[src/rtl/serial_rx_pkg.sv]
// serial_pkg: shared types and constants for the serial receiver.
// Optional feature macro: SERIAL_RX_PARITY_EN (adds the PARITY state).
package serial_pkg;

   localparam int DEF_DATA_W       = 8;
   localparam int DEF_CLKS_PER_BIT = 4;

   localparam logic IDLE_LEVEL  = 1'b1;
   localparam logic START_LEVEL = 1'b0;

`ifdef SERIAL_RX_PARITY_EN
   typedef enum logic [2:0] {
      IDLE,
      START,
      DATA,
      PARITY,
      STOP,
      WAIT_HIGH
   } rx_state_t;
`else
   typedef enum logic [2:0] {
      IDLE,
      START,
      DATA,
      STOP,
      WAIT_HIGH
   } rx_state_t;
`endif

endpackage

[src/rtl/serial_rx_if.sv]
// serial_rx_if: line input plus parallel word/strobe outputs of the receiver.
// Optional feature macro: SERIAL_RX_PARITY_EN (no effect on this interface).
interface serial_rx_if
   import serial_pkg::*;
#(
   parameter int DATA_W = DEF_DATA_W
);

   logic              rx_in;
   logic [DATA_W-1:0] data_out;
   logic              valid_out;
   logic              err_out;
   logic              busy_out;

   // master drives the line and consumes the recovered words
   modport master (
      output rx_in,
      input  data_out,
      input  valid_out,
      input  err_out,
      input  busy_out
   );

   // slave is the receiver itself
   modport slave (
      input  rx_in,
      output data_out,
      output valid_out,
      output err_out,
      output busy_out
   );

endinterface

[src/rtl/serial_rx_bit_timer.sv]
// bit_timer: phase counter that marks the middle and the end of a bit period.
// Optional feature macro: SERIAL_RX_PARITY_EN (no effect on this module).
module bit_timer
   import serial_pkg::*;
#(
   parameter int CLKS_PER_BIT = DEF_CLKS_PER_BIT
)(
   input  logic clk,
   input  logic reset,
   input  logic clear,
   output logic half_tick,
   output logic full_tick
);

   localparam int PW = $clog2(CLKS_PER_BIT);
   localparam logic [PW-1:0] HALF_LAST = PW'(CLKS_PER_BIT / 2 - 1);
   localparam logic [PW-1:0] FULL_LAST = PW'(CLKS_PER_BIT - 1);

   logic [PW-1:0] r_phase;

   // Count cycles within a bit; wrap at the end of the period or restart on clear
   always_ff @(posedge clk or posedge reset) begin
      if (reset) begin
         r_phase <= '0;
      end else if (clear || (r_phase == FULL_LAST)) begin
         r_phase <= '0;
      end else begin
         r_phase <= r_phase + 1'b1;
      end
   end

   assign half_tick = (r_phase == HALF_LAST);
   assign full_tick = (r_phase == FULL_LAST);

endmodule

[src/rtl/serial_rx.sv]
// serial_rx: framed LSB-first serial receiver with one-cycle valid/error strobes.
// Optional feature macro: SERIAL_RX_PARITY_EN (even parity bit before the stop bit).
module serial_rx
   import serial_pkg::*;
#(
   parameter int DATA_W       = DEF_DATA_W,
   parameter int CLKS_PER_BIT = DEF_CLKS_PER_BIT
)(
   input  logic       clk,
   input  logic       reset,
   serial_rx_if.slave bus
);

   localparam int BW = (DATA_W > 1) ? $clog2(DATA_W) : 1;
   localparam logic [BW-1:0] LAST_BIT = BW'(DATA_W - 1);

   rx_state_t         r_state;
   logic [DATA_W-1:0] r_shift;
   logic [DATA_W-1:0] r_data;
   logic [BW-1:0]     r_bit_cnt;
   logic              r_valid;
   logic              r_err;
   logic              r_busy;

   logic              w_clear;
   logic              w_half;
   logic              w_full;
   logic              w_par_ok;
   logic [DATA_W-1:0] w_shift_next;

   // New bits enter at the MSB so the first (LSB) bit ends up at position 0
   generate
      if (DATA_W == 1) begin : g_shift_one
         assign w_shift_next = bus.rx_in;
      end else begin : g_shift_multi
         assign w_shift_next = {bus.rx_in, r_shift[DATA_W-1:1]};
      end
   endgenerate

   // The timer is held at zero while idle so edge 0 starts the start-bit count,
   // and restarted once the start bit is confirmed so data samples land mid-bit
   assign w_clear = (r_state == IDLE) || ((r_state == START) && w_half);

   bit_timer #(
      .CLKS_PER_BIT (CLKS_PER_BIT)
   ) u_bit_timer (
      .clk       (clk),
      .reset     (reset),
      .clear     (w_clear),
      .half_tick (w_half),
      .full_tick (w_full)
   );

`ifdef SERIAL_RX_PARITY_EN
   logic r_par_err;
   assign w_par_ok = ~r_par_err;
`else
   assign w_par_ok = 1'b1;
`endif

   // Frame state machine: sampling, shifting, word capture and strobes
   always_ff @(posedge clk or posedge reset) begin
      if (reset) begin
         r_state   <= IDLE;
         r_shift   <= '0;
         r_data    <= '0;
         r_bit_cnt <= '0;
         r_valid   <= 1'b0;
         r_err     <= 1'b0;
         r_busy    <= 1'b0;
`ifdef SERIAL_RX_PARITY_EN
         r_par_err <= 1'b0;
`endif
      end else begin
         r_valid <= 1'b0;
         r_err   <= 1'b0;
         case (r_state)
            IDLE: begin
               if (bus.rx_in == START_LEVEL) begin
                  r_state   <= START;
                  r_busy    <= 1'b1;
                  r_bit_cnt <= '0;
               end
            end
            START: begin
               if (w_half) begin
                  if (bus.rx_in == START_LEVEL) begin
                     r_state <= DATA;
                  end else begin
                     r_state <= IDLE;
                     r_busy  <= 1'b0;
                  end
               end
            end
            DATA: begin
               if (w_full) begin
                  r_shift   <= w_shift_next;
                  r_bit_cnt <= r_bit_cnt + 1'b1;
                  if (r_bit_cnt == LAST_BIT) begin
`ifdef SERIAL_RX_PARITY_EN
                     r_state <= PARITY;
`else
                     r_state <= STOP;
`endif
                  end
               end
            end
`ifdef SERIAL_RX_PARITY_EN
            PARITY: begin
               if (w_full) begin
                  r_par_err <= ^{r_shift, bus.rx_in};
                  r_state   <= STOP;
               end
            end
`endif
            STOP: begin
               if (w_full) begin
                  if (bus.rx_in == IDLE_LEVEL) begin
                     if (w_par_ok) begin
                        r_data  <= r_shift;
                        r_valid <= 1'b1;
                     end else begin
                        r_err <= 1'b1;
                     end
                     r_state <= IDLE;
                     r_busy  <= 1'b0;
                  end else begin
                     r_err   <= 1'b1;
                     r_state <= WAIT_HIGH;
                  end
               end
            end
            WAIT_HIGH: begin
               if (bus.rx_in == IDLE_LEVEL) begin
                  r_state <= IDLE;
                  r_busy  <= 1'b0;
               end
            end
            default: begin
               r_state <= IDLE;
               r_busy  <= 1'b0;
            end
         endcase
      end
   end

   assign bus.data_out  = r_data;
   assign bus.valid_out = r_valid;
   assign bus.err_out   = r_err;
   assign bus.busy_out  = r_busy;

endmodule
[src/flat_wrapper.sv]
// flat-port wrapper written by rule: the top's interface ports become plain ports
module serial_rx_flat import serial_pkg::*;
#(
   parameter int DATA_W       = DEF_DATA_W,
   parameter int CLKS_PER_BIT = DEF_CLKS_PER_BIT
)
  (clk, reset, bus_rx_in, bus_data_out, bus_valid_out, bus_err_out, bus_busy_out);
  serial_rx_if #(.DATA_W(DATA_W)) bus_i ();
  input  logic clk;
  input  logic reset;
  input wire logic [$bits(bus_i.rx_in)-1:0] bus_rx_in;
  output wire logic [$bits(bus_i.data_out)-1:0] bus_data_out;
  output wire logic [$bits(bus_i.valid_out)-1:0] bus_valid_out;
  output wire logic [$bits(bus_i.err_out)-1:0] bus_err_out;
  output wire logic [$bits(bus_i.busy_out)-1:0] bus_busy_out;
  assign bus_i.rx_in = bus_rx_in;
  assign bus_data_out = bus_i.data_out;
  assign bus_valid_out = bus_i.valid_out;
  assign bus_err_out = bus_i.err_out;
  assign bus_busy_out = bus_i.busy_out;
  serial_rx #(.DATA_W(DATA_W), .CLKS_PER_BIT(CLKS_PER_BIT)) u_core (.clk(clk), .reset(reset), .bus(bus_i));
endmodule
[config.mk]
export PLATFORM = sky130hd
export DESIGN_NAME = serial_rx_flat
export DESIGN_NICKNAME = d
export VERILOG_FILES = /design/src/rtl/serial_rx_pkg.sv /design/src/rtl/serial_rx_if.sv /design/src/rtl/serial_rx_bit_timer.sv /design/src/rtl/serial_rx.sv /design/src/flat_wrapper.sv
export SDC_FILE = /design/constraint.sdc
export NUM_CORES = 1
export LEC_CHECK = 0
export ABC_AREA = 1
export CORE_MARGIN = 3
export CORE_UTILIZATION = 55
export DETAILED_ROUTE_END_ITERATION = 16
export DONT_BUFFER_PORTS = 1
export PLACE_DENSITY = 0.73
export SLEW_MARGIN = 20
export SYNTH_ARGS = -nofsm -noshare
export SYNTH_HDL_FRONTEND = slang
export SYNTH_SLANG_ARGS = --single-unit
[constraint.sdc]
create_clock -name clk -period 2.2 [get_ports clk]
set_input_delay 0.22 -clock clk [delete_from_list [all_inputs] [get_ports clk]]
set_output_delay 0.22 -clock clk [all_outputs]
set_load 0.01 [all_outputs]
# Yosys cells after proc, flatten, opt, wreduce, memory -nomap -nowiden
# Cells that the tools add are included.
# W data, S select, Z words.
totals:
  regBits: 27
  wordCells: 58
  romBits: 0
  latchBits: 0
  mem_bits_rw: 0
  mem_count: 0
classes:
  reduce_logical: 10
  n_div: 0
  shifts: 0
  addsub: 2
  n_bitwise: 1
  muxes: 24
  n_eq_ne: 13
  n_lt_le_gt_ge: 0
  multipliers: 0
ops:
  columns: ["operator", "count"]
  rows:
  - ["$mux W3", 9]
  - ["$pmux W3 S5", 1]
  - ["$mux W1", 10]
  - ["$ne A2 B2 Y1 const B", 4]
  - ["$eq A3 B2 Y1 const B", 2]
  - ["$eq A3 B3 Y1 const B", 2]
  - ["$pmux W3 S2", 1]
  - ["$reduce_and A3 Y1", 2]
  - ["$reduce_and A6 Y1", 1]
  - ["$pmux W1 S5", 1]
  - ["$mux W2", 2]
  - ["$ne A2 B1 Y1 const B", 2]
  - ["$reduce_and A4 Y1", 1]
  - ["$add A3 B1 Y3 const B", 1]
  - ["$eq A3 B1 Y1 const B", 1]
  - ["$logic_not A3 Y1", 1]
  - ["$add A2 B1 Y2 const B", 1]
  - ["$eq A2 B1 Y1 const B", 1]
  - ["$eq A2 B2 Y1 const B", 1]
  - ["$logic_or A1 B1 Y1", 2]
  - ["$reduce_and A2 Y1", 1]
  - ["$reduce_bool A2 Y1", 1]
  - ["$logic_and A1 B1 Y1", 1]
  - ["$not A1 Y1", 1]

# Depth between registers and ports, before layout
# Gate-level depths: netlist of the first run.
logic_depth:
  word_depth: 5
  depth_mapped: 9

# By module
# From an unflattened synthesis of the first run, not the netlist that was laid out.
hier_totals:
  hier_cells: 138
  area_unflattened_um2: 1341.3
by_module_without_submodules:
  columns: ["module", "cells_per_inst", "area_each_um2", "instances"]
  rows:
  - ["serial_rx", 127, 1239.9, 1]
  - ["bit_timer", 11, 101.3, 1]

# Worst setup path after synthesis of the first run
# OpenSTA, ideal clock, no wires.
synth_path:
  path_kind: "reg2reg"
  startpoint: "reg u_core.r_bit_cnt[0]"
  endpoint: "reg u_core.r_state[1]"
  path_buffers: 0
  synth_period_minus_slack_ns: 1.270
  path_stages_with_launch: 9
  required_time_ns: 2.083
  slack_ns: 0.930
  arrival_ns: 1.153
  cell_sequence: "dfrtp_1 > ha_1 > ha_1 > nand2_1 > inv_1 > o21ai_1 > inv_1 > nand3_1 > nand2_1"
synth_via:
  elab_chain_cells: 3
synth_lines:
  columns: ["item", "line", "text"]
  rows:
  - ["from (decl)", "serial_rx.sv:20", "logic [BW-1:0] r_bit_cnt;"]
  - ["from (signal assigned)", "serial_rx.sv:98", "r_bit_cnt <= r_bit_cnt + 1'b1;"]
  - ["$eq A3 B3 Y1", "serial_rx.sv:99", "if (r_bit_cnt == LAST_BIT) begin"]
  - ["$ne A2 B1 Y1 (no source line)", null, null]
  - ["$reduce_and A6 Y1 (no source line)", null, null]
  - ["to (signal assigned)", "serial_rx.sv:90", "r_state <= IDLE;"]
  - ["to (signal assigned)", "serial_rx.sv:103", "r_state <= STOP;"]
  - ["to (signal assigned)", "serial_rx.sv:125", "r_state <= IDLE;"]
  - ["to (decl)", "serial_rx.sv:17", "rx_state_t r_state;"]
# Every way passes these cells.
# A chain may end at the register's enable or synchronous reset.

# Final worst setup path of the first run
layout_path:
  startpoint: "reg u_core.r_state[2]"
  endpoint: "reg u_core.r_bit_cnt[2]"
layout_via:
  elab_chain_cells: 3
  word_cells_on_any_way: 7
  cone_classes: "3 x eq/ne; 1 x mux; 3 x reduce/logical"
layout_lines:
  columns: ["item", "line", "text"]
  rows:
  - ["from (signal assigned)", "serial_rx.sv:64", "r_state <= IDLE;"]
  - ["from (signal assigned)", "serial_rx.sv:80", "r_state <= START;"]
  - ["from (signal assigned)", "serial_rx.sv:88", "r_state <= DATA;"]
  - ["$eq A3 B2 Y1 / $logic_not A3 Y1 (equally long branches)", "serial_rx.sv:77", "case (r_state)"]
  - ["$ne A2 B2 Y1 (no source line) / $reduce_bool A2 Y1 (equally long branches)", null, null]
  - ["$reduce_and A3 Y1 (no source line)", null, null]
# Several ways; a longest one is shown, not always the timed one.

==> results of run 1 <==
## cell usage in the layout, fill, tap and decap left out, types with 2 or more instances in the layout
cell type  instances
a21oi_1            2
clkbuf_4           3
dfrtp_1           27
ha_1               4
inv_1             16
inv_2              2
nand2_1           30
nand2_2            5
nand3_1           12
nor2_1             5
nor2_2             2
o21ai_0            2
o21ai_1            7
o21ai_2           11
## power groups by stage
stage	logic, mW	clock network (mW)	registers (mW)
after floorplan	0.364	0	0.680
after global placement	0.413	0	0.693
after detailed placement	0.437	0	0.697
after CTS	0.439	0.211	0.687
after global routing	0.494	0.235	0.701
final	0.433	0.201	0.689
## metrics by stage
step | std cells | total power [mW] | hold slack, ns
floorplan | 132 | 1.04 | 0.273
global placement | 157 | 1.11 | 0.165
detailed placement | 157 | 1.13 | 0.172
CTS | 162 | 1.34 | 0.130
global route | 162 | 1.43 | 0.132
finish | 162 | 1.32 | 0.146
## registers in the layout, summed over array words and instances (netlist names)
register,cells
u_core.r_shift,8
u_core.bus.valid_out,1
u_core.bus.busy_out,1
u_core.bus.err_out,1
u_core.r_state,3
u_core.r_bit_cnt,3
u_core.u_bit_timer.r_phase,2
u_core.bus.data_out,8
## how the worst min path moves through the flow
stage               from                            endpoint  slack (ns)  cells after the start
2_1_floorplan      reset     u_core.bus.busy_out$_DFFE_PP0P_        0.27                      1
3_3_place_gp       reset  u_core.bus.data_out[7]$_DFFE_PP0P_        0.16                      1
3_5_place_dp       reset       u_core.r_shift[6]$_DFFE_PP0P_        0.17                      1
4_1_cts        bus_rx_in       u_core.r_shift[7]$_DFFE_PP0P_        0.13                      2
5_1_grt        bus_rx_in       u_core.r_shift[7]$_DFFE_PP0P_        0.13                      2
6_report       bus_rx_in       u_core.r_shift[7]$_DFFE_PP0P_        0.15                      2
## synthesized netlist by cell type
library cell and count:
nand3_1 12, o21ai_2 11, inv_2 2, nand3_4 1, buf_6 3, nor2_4 1
clkinv_1 1, a21oi_1 2, o21ai_1 7, nand3_2 1, nor2_2 2, ha_1 4
inv_1 16, nand2_2 5, dfrtp_1 27, nor2_1 5, o21ai_0 2, nand2_1 30
## metal layers
metal  global-route usage  share of wire
met1                0.186           0.41
met2                0.300           0.53
met3               0.0332          0.045
met4               0.0511         0.0055
met5                    0              0
## timing repair
| item | in CTS | in global routing |
|---|---|---|
| setup endpoints to repair | 0 | 0 |
| hold buffers | 1 | 0 |
| resized for setup | 0 | 0 |
| setup buffers | 0 | 0 |
| hold endpoints to repair | 13 | 0 |
## area by class of cell
type | instances | area (um2) | area share
Clock buffer | 4 | 26.3 | 0.0202
Inverter | 19 | 71.3 | 0.0549
Multi-Input combinational cell | 83 | 475 | 0.366
Sequential cell | 27 | 676 | 0.520
Tap cell | 27 | 33.8 | 0.0260
Timing Repair Buffer | 2 | 17.5 | 0.0135
## cells by family after synthesis
logic type | share of synthesized area
AND/OR/NAND/NOR | 0.218
flip-flops | 0.538
AO/OA/AOI/OAI | 0.121
buffers and inverters | 0.0837
adder cells (fa/ha/maj) | 0.0398
## worst max-delay path, delay by kind of cell (launching register included)
kind / cells / cell delay (ns)
DFF: 1 / 0.47
buffers and inverters: 1 / 0.08
and+or+nand+nor: 6 / 0.86
==> metrics.md, run 1 <==
| Metric | Value |
|---|---|
| WL/cell | `12.4 um` |
| Total clock sinks | `27` |
| Startpoint types | `register` |
| Core area | `2060 um2` |
| Period utilisation layout | `0.667` |
| Setup violators final | `0` |
| Syn Inst Count | `132` |
| Yosys top cell area share | `0.538` |
| TritonRoute pass-1 iters | `4` |
| Worst path slowest cell | `dfrtp_1` |
| Synth area leader | `dfrtp_1` |
| Switching share of power | `0.380` |
| Max-slew headroom | `0.651` |
| Worst reg2reg startpoint | `u_core.r_state[2]$_DFFE_PP0P_` |
| Post-route ant nets | `0` |
| Distinct cells, synth | `18` |
| Gr ovfl total | `0` |
| 1st-iter DRT viols | `14` |
| Crit Path Max Fanout | `21` |
| Fin. Hold Viols | `0` |
| Die X | `53.8 um` |
| Worst Slack Setup Final | `0.732 ns` |
| Clk pwr share | `0.152` |
| Vias/cell | `5.19` |
| Global-route wire length before repair | `3.42 mm` |
| ANT cells | `0` |
| Ports | `14` |
| Cell Int Power | `0.821 mW` |
| IO Port Bufs | `0` |
| Avg Cell Area, Syn | `9.52 um2` |
| Pin count of the biggest net entering global routing | `22` |
| CP cell instances | `nor2_2, nand2_2, inv_2, nand2_2, nand2_1, nand3_1, nand2_1` |
| Setup crit end | `u_core.r_bit_cnt[2]$_DFFE_PP0P_` |
| CP startpoint | `u_core.r_state[2]$_DFFE_PP0P_` |
| Leak | `0.654 nW` |
| Netlist Area Pre-Place | `1260 um2` |
| Post-place instance area | `1260 um2` |
| Max rail drop VDD | `713 uV` |
| Worst R2R End | `u_core.r_bit_cnt[2]$_DFFE_PP0P_` |
| Yosys warning count | `0` |
| CTS tree | `yes` |
| CTS max path bufs | `2` |
| Total CTS buffers | `3` |
| CP arrival | `1.73 ns` |
| Crit end category | `register` |
| Htree depth | `1` |
| Clock Tree Root | `clkbuf_4` |
| Number of global-route vias before repair | `839` |
| DP HPWL | `1.50 mm` |
| Flop-to-flop setup slack | `0.73 ns` |
| Setup Slack @ Placement | `0.779 ns` |
| Final min period | `1.47 ns` |
| Sequential Power Share | `0.521` |
| Final GP Congestion | `0.857` |
| Setup TNS | `0 ns` |
| Largest cells by area after synthesis | `dfrtp_1 54%, nand2_1 9.0%, o21ai_2 7.7%` |
| Die area | `2890 um2` |
| FF-to-FF path depth | `7` |
| Skew final | `0.00357 ns` |
| Drt total wl | `2.01 mm` |
| Initial antenna violation count | `0` |
| Sw Pwr | `0.502 mW` |
| Final instance area | `1300 um2` |
| RSZ-0062 raised after global routing | `false` |
| Largest stage delay, worst path | `0.47 ns` |
| Max-slew violation count | `0` |
| Via count | `840` |
| DR DRC count | `0` |
| Clk slew on worst S/H paths | `0.13 ns` |
| Power Density | `1020 nW/um2` |
| Slew @ Worst Pin | `0.523 ns` |
| F_max | `0.681 GHz` |
| Fin nets | `143` |
| Layout Utilization | `0.630` |
| Sequential share of the synthesized area | `0.538` |
| Class of the worst hold path | `input port to register` |
| Die Height | `53.8 um` |
| Power share of the combinational group | `0.327` |
| CP required | `2.46 ns` |
| Initial Util | `0.609` |
| Area grow syn2layout | `3.49%` |
| Yosys reg bits | `27` |
| Worst-skew pair later-pin latency | `0.31 ns` |
| Maxcap violations | `0` |
| GRT Total Usage | `0.163` |
| Status | `complete, no violations` |
| Synth Net Count | `139` |
| Rows | `16` |
| Share of cells above drive strength 1 | `0.200` |
| Setup CP Type | `register to register` |
| Fillers | `172` |
No activity file was read; power rests on OpenSTA's default activity.
==> run 2: changes to the inputs <==
clock period = 1.4 ns   (was 2.2 ns; I/O delays follow)
==> metrics.md, run 2 (synthesized netlist as in run 1, its figures left out) <==
| Metric | Value |
|---|---|
| Max-slew headroom | `0.733` |
| Core area | `2060 um2` |
| Maxcap violations | `0` |
| 1st-iter DRT viols | `19` |
| WL/cell | `12.4 um` |
| Final GP Congestion | `0.904` |
| Rows | `16` |
| Total CTS buffers | `3` |
| GRT Total Usage | `0.168` |
| Worst-skew pair later-pin latency | `0.32 ns` |
| Share of cells above drive strength 1 | `0.241` |
| Setup TNS | `0 ns` |
| Period utilisation layout | `0.953` |
| Crit end category | `register` |
| Final instance area | `1390 um2` |
| Total power | `2.19 mW` |
| Slew @ Worst Pin | `0.401 ns` |
| Skew final | `0.00892 ns` |
| Via count | `865` |
| Most frequent cells in the layout | `30 x nand2_1, 27 x dfrtp_1, 16 x inv_1` |
| Hold WS | `0.0437 ns` |
| Power Density | `1580 nW/um2` |
| CTS max path bufs | `2` |
| Clock Tree Root | `clkbuf_4` |
| Die Height | `53.8 um` |
| Fin. Hold Viols | `0` |
| Layout Utilization | `0.673` |
| Pin count of the biggest net entering global routing | `20` |
| Startpoint types | `register` |
| Post-place instance area | `1330 um2` |
| Clk slew on worst S/H paths | `0.14 ns` |
| Non-Filler Instances | `168` |
| DP HPWL | `1.55 mm` |
| Setup violators final | `0` |
| Die X | `53.8 um` |
| Final min period | `1.33 ns` |
| Htree depth | `1` |
| Status | `complete, no violations` |
| CTS tree | `yes` |
| Vias/cell | `5.15` |
| Placed Cells | `163` |
| Commonest non-fill, non-tap cell in the layout | `nand2_1` |
| IO Port Bufs | `0` |
| Post-route ant nets | `0` |
| Crit Path Max Fanout | `3` |
| Die area | `2890 um2` |
| Initial antenna violation count | `0` |
| Total clock sinks | `27` |
| Fin nets | `149` |
| Leak | `0.694 nW` |
| DR DRC count | `0` |
| Number of global-route vias before repair | `813` |
| Worst Slack Setup Final | `0.0659 ns` |
| Class of the worst hold path | `input port to register` |
| Drt total wl | `2.08 mm` |
| CP arrival | `1.55 ns` |
| Max-slew violation count | `0` |
| TritonRoute pass-1 iters | `4` |
| Area grow syn2layout | `10.5%` |
| Area occupied by multi-input gates | `493 um2` |
| Register area | `676 um2` |
| Global-route wire length before repair | `3.44 mm` |
| F_max | `0.750 GHz` |
| Setup Slack @ Placement | `0.0356 ns` |
| Fillers | `167` |
| ANT cells | `0` |
| CP required | `1.62 ns` |
| Gr ovfl total | `0` |
| Setup CP Type | `register to register` |
| Post-CTS Setup Inserts | `0` |
| Max rail drop VDD | `957 uV` |
| Initial Util | `0.609` |
| Ports | `14` |
run 2: changes by cell type in the layout (fill, tap and decap cells not counted):
| cell | change |
|---|---|
| buf_4 | +4 |
| buf_12 | +2 |
| ha_1 | -1 |
| ha_4 | +1 |
| nor2_2 | -1 |
| nor2_4 | +1 |
run 2: worst max-delay path: stages, from the launching register on:
cell     delay [ns]
dfrtp_1        0.41
ha_1           0.20
ha_1           0.19
nand2_1        0.06
inv_1          0.03
o21ai_1        0.12
inv_1          0.08
nand3_1        0.09
nand2_1        0.05
run 2: per-layer routing:
layer	global-route usage	part of all wire	vias up
met3	0.0332	0.041	2
li1	-	-	435
met5	0	0	-
met2	0.317	0.53	17
met4	0.0511	0.0058	0
met1	0.186	0.42	411
run 2: final cells by class:
type,instances,share of cell area
Tap cell,27,0.0243
Multi-Input combinational cell,83,0.355
Sequential cell,27,0.487
Timing Repair Buffer,8,0.0631
Inverter,19,0.0514
Clock buffer,4,0.0189
run 2: path summary, 6_finish.rpt:
| check | cells past startpoint | endpoint | from | slack, ns |
|---|---|---|---|---|
| worst max-delay path | 8 | u_core.r_state[0]$_DFFE_PP0P_ | u_core.r_bit_cnt[0]$_DFFE_PP0P_ | 0.07 |
| min in group asynchronous | 2 | u_core.u_bit_timer.r_phase[1]$_DFF_PP0_ | reset | 0.23 |
| worst min register to register | 2 | u_core.r_shift[7]$_DFFE_PP0P_ | u_core.r_shift[7]$_DFFE_PP0P_ | 0.51 |
| max in group asynchronous | 3 | u_core.bus.data_out[6]$_DFFE_PP0P_ | reset | 0.74 |
| worst max register to register | 8 | u_core.r_state[0]$_DFFE_PP0P_ | u_core.r_bit_cnt[0]$_DFFE_PP0P_ | 0.07 |
| worst min-delay path | 2 | u_core.r_shift[7]$_DFFE_PP0P_ | bus_rx_in | 0.04 |
run 2: timing repair:
item / in CTS / in global routing
hold endpoints to repair: 27 / 0
gates resized for setup: 0 / 3
hold buffers: 1 / 0
endpoints found under the setup margin: 0 / 3
run 2: report_power, final:
part           internal, mW  switching (mW)
Clock                 0.111           0.218
Sequential            0.936           0.151
Combinational         0.313           0.459
Total                  1.36           0.827
